**src/rtl/reg_file.sv**
```systemverilog
// ---------------------------------------------------------------------------
// reg_file
//   Architectural register file of the single-cycle datapath. It provides two
//   combinational read ports that feed ALU operands A and B, and one
//   synchronous write port that takes the write-back value (ALU result or
//   load data). Register 0 always reads as zero. An optional write-through
//   bypass forwards WD to a read port in the same cycle. A registered
//   write-back echo reports each committed write to the debug/trace path.
//
// Parameters
//   DATA_W  register width; matches the ALU operand width
//   ADDR_W  register address width; there are 2**ADDR_W registers
//   BYPASS  1: a read of the address being committed this cycle returns WD
//           0: a read always returns the stored value
//
// Ports
//   CLK       in   rising-edge clock
//   RESET     in   asynchronous active-high reset; clears every register and the echo
//   RA1, RA2  in   read addresses (rs, rt)
//   RD1, RD2  out  combinational read data (ALU A, ALU B)
//   WE        in   write enable
//   WA        in   write address
//   WD        in   write data
//   STALL     in   blocks the write (and therefore the bypass) at this edge
//   WB_VALID  out  a write committed at the last rising edge
//   WB_ADDR   out  address of the last committed write (held otherwise)
//   WB_DATA   out  data of the last committed write (held otherwise)
// ---------------------------------------------------------------------------
module reg_file #(
    parameter int DATA_W = 32,
    parameter int ADDR_W = 5,
    parameter int BYPASS = 1
) (
    input  logic              CLK,
    input  logic              RESET,
    input  logic [ADDR_W-1:0] RA1,
    input  logic [ADDR_W-1:0] RA2,
    output logic [DATA_W-1:0] RD1,
    output logic [DATA_W-1:0] RD2,
    input  logic              WE,
    input  logic [ADDR_W-1:0] WA,
    input  logic [DATA_W-1:0] WD,
    input  logic              STALL,
    output logic              WB_VALID,
    output logic [ADDR_W-1:0] WB_ADDR,
    output logic [DATA_W-1:0] WB_DATA
);

    localparam int NREG = 2 ** ADDR_W;

    logic [DATA_W-1:0] regs_q [NREG];

    logic              wb_valid_q, wb_valid_d;
    logic [ADDR_W-1:0] wb_addr_q,  wb_addr_d;
    logic [DATA_W-1:0] wb_data_q,  wb_data_d;

    logic              commit;
    logic [DATA_W-1:0] rd1_d, rd2_d;

    // A write commits only when enabled, not stalled and not aimed at
    // register 0. It is also masked while RESET is high, so a write that
    // collides with reset is lost and cannot leak through the bypass.
    assign commit = WE & ~STALL & (WA != '0) & ~RESET;

    // Register 0 is never written (commit excludes WA==0) and is cleared by
    // reset, so its storage always holds zero; the read path still forces
    // zero explicitly so the bypass can never forward onto it.
    always_ff @(posedge CLK or posedge RESET) begin
        if (RESET) begin
            for (int i = 0; i < NREG; i++) begin
                regs_q[i] <= '0;
            end
        end else if (commit) begin
            regs_q[WA] <= WD;
        end
    end

    always_comb begin
        wb_valid_d = commit;
        wb_addr_d  = wb_addr_q;
        wb_data_d  = wb_data_q;
        if (commit) begin
            wb_addr_d = WA;
            wb_data_d = WD;
        end
    end

    always_ff @(posedge CLK or posedge RESET) begin
        if (RESET) begin
            wb_valid_q <= 1'b0;
            wb_addr_q  <= '0;
            wb_data_q  <= '0;
        end else begin
            wb_valid_q <= wb_valid_d;
            wb_addr_q  <= wb_addr_d;
            wb_data_q  <= wb_data_d;
        end
    end

    // Both ports follow the same rule, so RA1==RA2 always yields identical data.
    always_comb begin
        rd1_d = '0;
        if (RA1 != '0) begin
            if ((BYPASS != 0) && commit && (WA == RA1)) begin
                rd1_d = WD;
            end else begin
                rd1_d = regs_q[RA1];
            end
        end
    end

    always_comb begin
        rd2_d = '0;
        if (RA2 != '0) begin
            if ((BYPASS != 0) && commit && (WA == RA2)) begin
                rd2_d = WD;
            end else begin
                rd2_d = regs_q[RA2];
            end
        end
    end

    assign RD1      = rd1_d;
    assign RD2      = rd2_d;
    assign WB_VALID = wb_valid_q;
    assign WB_ADDR  = wb_addr_q;
    assign WB_DATA  = wb_data_q;

endmodule

```
**config.mk**
```make
export PLATFORM = sky130hd
export DESIGN_NAME = reg_file
export DESIGN_NICKNAME = d
export VERILOG_FILES = /design/src/rtl/reg_file.sv
export SDC_FILE = /design/constraint.sdc
export NUM_CORES = 2
export LEC_CHECK = 0
export CELL_PAD_IN_SITES_DETAIL_PLACEMENT = 1
export CELL_PAD_IN_SITES_GLOBAL_PLACEMENT = 1
export CORE_ASPECT_RATIO = 0.6
export CORE_UTILIZATION = 57
export DETAILED_ROUTE_END_ITERATION = 8
export PLACE_DENSITY = 0.83
export SLEW_MARGIN = 30
export SYNTH_ARGS = -nofsm -noshare
export SYNTH_HDL_FRONTEND = slang
export SYNTH_SLANG_ARGS = --single-unit
export TNS_END_PERCENT = 1
```
**constraint.sdc**
```tcl
create_clock -name CLK -period 70.5 [get_ports CLK]
set_clock_uncertainty 0.05 [all_clocks]
set_input_delay 10.575 -clock CLK [delete_from_list [all_inputs] [get_ports CLK]]
set_output_delay 10.575 -clock CLK [all_outputs]
set_load 0.02 [all_outputs]
```
==> results.md <==
- The flow ran to the end, but the final reports show violations.
- The checks that failed: DRC.
- The total negative slack for setup checks is 0 ns.
- The share of synthesized registers carrying an async set or reset is 1.000.
- The sequential area share after synthesis is 0.4678.
- The count of flip-flops with a built-in enable after synthesis is 0.
- The count of yosys warnings during synthesis is 0.
- The maximum vdd ir drop is ~0.000018 V.
- The most common cell after layout, fill and taps aside is sky130_fd_sc_hd__dfrtp_1.
- The required time at the endpoint of the critical path is 59.88 ns.
- The first TritonRoute pass finished after 8 iterations.
- In the routed design, unresolved DRC markers number 4.
- The filler cells instantiated in the layout total slightly below 9000.
- The combined area of all synthesized cells is roughly 57000 um2.
- The layout overhead on the synthesized area is 10.40%.
- The critical path is of the in -> out type.
- The upper clock frequency limit is 38.27 MHz.
- The hold violation count in the final report was 0.
- Along the worst path, the maximum fanout reaches 56.
- The number of buffers and inverters on the critical path is 4.
- At the end of routability-driven placement, the weighted congestion stood at 0.8832.
- The number of different library cells used by synthesis comes to 47.
- The post-CTS setup-driven buffer insertion count is 0.
- The number of antenna violations at the first check in global routing is 10.
- The final count of pins violating max slew is 0.
- The total die area is 101000 um2.
- The clock passes through at most 3 buffers.
- Subtracting the final worst setup slack from the clock period gives 26.13 ns.
- The number of sinks handled by clock tree synthesis is 1062.
- In the final layout, the share of cells above drive strength 1 is 0.4086.
- The first global-routing pass estimated approximately 300000 um of wire.
- The critical path endpoint category is a primary output.
- The transition time at the pin with the least slew margin is about 1.2 ns.
- The power per cell area is between 20 and 25 nW/um2.
- The number of vias per cell after detailed routing is 7.394.
- Clock-pin slew was measured on the worst setup and hold paths at 0.06 ns.
- The number of instances resized during post-cts repair is 0.
- The average instance in the mapped netlist occupies roughly 14 um2.
- The average detailed-routed wire length per instance is 36.84 um.
- The row count is 89.
- After floorplanning, the core was sized to cover 98550 um2.
- The cell sitting at the root of the clock tree is a sky130_fd_sc_hd__clkbuf_16.
- The slowest stage of the critical path is the sky130_fd_sc_hd__buf_4 cell.
- The floorplan step set the die width to just over 400 um.
- The boundary pin count is ~150.
- The number of nets in the layout is 4116.
- The number of nets produced by synthesis is 4213.
- The number of nets still failing antenna checks after routing is 0.
- The worst slack at placement is 44.21 ns.
- The data arrival time of the worst path is 15.50 ns.
- Headroom to the max-slew limit came out at 0.1758.
- The total via count after detailed routing is 40440.
- The cell count after synthesis came out at 4162.
- The sum of routed wire length over all layers is 201500 um.
- The kind of cell with the highest combined delay on the critical path is buffers and inverters.
- The number of cells traversed by the worst hold path is 0.
- The vertical die dimension is 246.5 um.
- Entering global routing, the biggest net connects between 150 and 200 pins.
- The H-tree generated during clock tree synthesis spans 3 levels.
- In the layout the commonest cells are 1062 x sky130_fd_sc_hd__dfrtp_1, 1044 x sky130_fd_sc_hd__mux2_2, 404 x sky130_fd_sc_hd__mux2i_1.
- Setup repair after global routing left no endpoint under its margin.
- The setup slack after layout is 44.37 ns.
- In this run, the number of DRC markers left after iteration 0 of detailed routing was 4967.
- The path class of the tightest hold or removal check is reg -> reg.
- The number of setup violations in the final report is 0.
- The cell that appears most often on the critical path is sky130_fd_sc_hd__buf_4.
- Measured on the finished design, the core utilization comes to 0.6365.
- For this run, the slowest stage of the critical path takes roughly 0.76 ns.
- In this run, synthesis produced a sequential element count of 1062.
- The number of max-cap violations is 0.
- The global route total overflow is 0.
- The later pin in the worst-skew pair is clocked with a latency of roughly 0.74 ns.
- Walking the worst path, the cells encountered are clkbuf_8 -> buf_4 -> buf_4 -> mux4_2 -> a22o_1 -> o21ai_0 -> nand4_1 -> o311a_1 -> clkdlybuf4s50_1.
- In the global route stage, overall resource usage came out at 0.4032.
- The most used flip-flop cell after synthesis is sky130_fd_sc_hd__dfrtp_1.
- The worst setup path is launched from a primary input.
- In the finished design, the share of the clock period the worst path needs comes to 0.3706.
- TritonCTS built the clock tree.
- The hold buffer count at cts is 0.
- In this run, CTS created clock tree buffers numbering 100.
- The count of input and output buffers is between 150 and 200.
- The via count of the first global-routing pass is 42570.
- The worst register-to-register path has a depth of 1.
- For this configuration, the core starts out at a cell density of 0.5765.
- Detailed placement finished with a half-perimeter wire length of 114600 um.
- The path length in cells of the critical path is 9.
- In this run the static leakage power is 0.02924 uW.
==> path summary, 6_finish.rpt <==
| kind | startpoint | end | slack (ns) |
|---|---|---|---|
| worst min register to register | regs_q[1008] | regs_q[1008] | 0.35 |
| worst max register to register | regs_q[255] | regs_q[255] | 69.60 |
| worst min-delay path | regs_q[1008] | regs_q[1008] | 0.35 |
| min in group asynchronous | RESET | regs_q[112] | 10.43 |
| max in group asynchronous | RESET | regs_q[498] | 56.73 |
| worst max-delay path | RA2[0] | RD2[8] | 44.37 |
==> per-stage QoR <==
| stage | std cells | instance area [um2] | total power (uW) | hold WS [ns] |
|---|---|---|---|---|
| floorplan | 4162 | 56810 | 857.3 | 0.3988 |
| global placement | 5277 | 59150 | 928.8 | 0.3346 |
| detailed placement | 5277 | 59160 | 943.3 | 0.3395 |
| CTS | 5462 | 62560 | 1515 | 0.3534 |
| global route | 5468 | 62720 | 1561 | 0.3608 |
| finish | 5469 | 62720 | 1519 | 0.3510 |
==> cell type report <==
class | instances | area (um2) | share of cell area
multi-input combinational | 2614 | 28400 | 0.4528
sequential | 1062 | 26580 | 0.4237
clock buffer | 146 | 2958 | 0.04716
timing repair buffer | 285 | 2676 | 0.04267
tap | 1319 | 1650 | 0.02631
clock inverter | 39 | 439.2 | 0.007002
inverter | 2 | 20.02 | 0.0003192
antenna | 2 | 5.005 | 0.00007979
==> per-layer routing <==
layer / up-vias / GRT usage / part of all wire
met4: 14 / 0.1631 / 0.044
met5: - / 0 / 0.00051
met1: 21570 / 0.5531 / 0.40
met2: 2453 / 0.5817 / 0.43
met3: 637 / 0.1472 / 0.12
li1: 15760 / - / -
==> registers in the layout, indices dropped and copies added, names as in the netlist <==
register  flops
regs_q     1024
WB_ADDR       5
WB_VALID      1
WB_DATA      32
==> Yosys cell counts (2+ instances only) <==
master / count / area share
sky130_fd_sc_hd__dfrtp_1: 1062 / 0.47
sky130_fd_sc_hd__mux2_2: 1044 / 0.21
sky130_fd_sc_hd__mux2i_1: 404 / 0.071
sky130_fd_sc_hd__mux4_2: 283 / 0.11
sky130_fd_sc_hd__clkbuf_1: 262 / 0.017
sky130_fd_sc_hd__buf_2: 162 / 0.014
sky130_fd_sc_hd__a22o_1: 158 / 0.024
sky130_fd_sc_hd__a22oi_1: 132 / 0.017
sky130_fd_sc_hd__nand2_1: 124 / 0.0082
sky130_fd_sc_hd__nand3_1: 66 / 0.0058
sky130_fd_sc_hd__o21ai_0: 62 / 0.0055
sky130_fd_sc_hd__nor2_1: 48 / 0.0032
sky130_fd_sc_hd__buf_1: 41 / 0.0027
sky130_fd_sc_hd__nand4_1: 35 / 0.0039
sky130_fd_sc_hd__o31ai_1: 33 / 0.0044
sky130_fd_sc_hd__a221oi_1: 31 / 0.0048
sky130_fd_sc_hd__a31oi_1: 31 / 0.0034
sky130_fd_sc_hd__o221ai_1: 31 / 0.0048
sky130_fd_sc_hd__o22ai_1: 31 / 0.0034
sky130_fd_sc_hd__o311a_1: 31 / 0.0055
sky130_fd_sc_hd__buf_4: 17 / 0.0022
sky130_fd_sc_hd__nor2b_1: 12 / 0.0013
sky130_fd_sc_hd__mux2_1: 10 / 0.0020
sky130_fd_sc_hd__nand3b_1: 8 / 0.0011
sky130_fd_sc_hd__xor2_1: 7 / 0.0011
sky130_fd_sc_hd__a21oi_1: 4 / 0.00035
sky130_fd_sc_hd__and2_1: 3 / 0.00033
sky130_fd_sc_hd__and3b_1: 3 / 0.00046
sky130_fd_sc_hd__nor3b_1: 3 / 0.00040
sky130_fd_sc_hd__xnor2_1: 3 / 0.00046
sky130_fd_sc_hd__a21boi_0: 2 / 0.00026
sky130_fd_sc_hd__clkbuf_4: 2 / 0.00026
sky130_fd_sc_hd__nor3_1: 2 / 0.00018
sky130_fd_sc_hd__or3b_2: 2 / 0.00031
==> logic make-up (layout without fill, tap and decap cells) <==
group                     count (synthesis)  count (layout)  share of synthesized area
muxes                                  1741            1741                     0.3923
xor gates and xnor gates                 10              10                   0.001542
and+or+nand+nor                         317             317                    0.02740
other                                     0               2                          0
AOI/OAI and AO/OA                       546             546                    0.07409
buffers and inverters                   486             472                    0.03693
DFF                                    1062            1062                     0.4678
==> power by group <==
| group | internal (uW) | switching, uW |
|---|---|---|
| combinational | 112 | 128 |
| sequential | 660 | 44.1 |
| clock | 321 | 255 |
| total | 1090 | 427 |
Power figures use the tool's default switching activity.
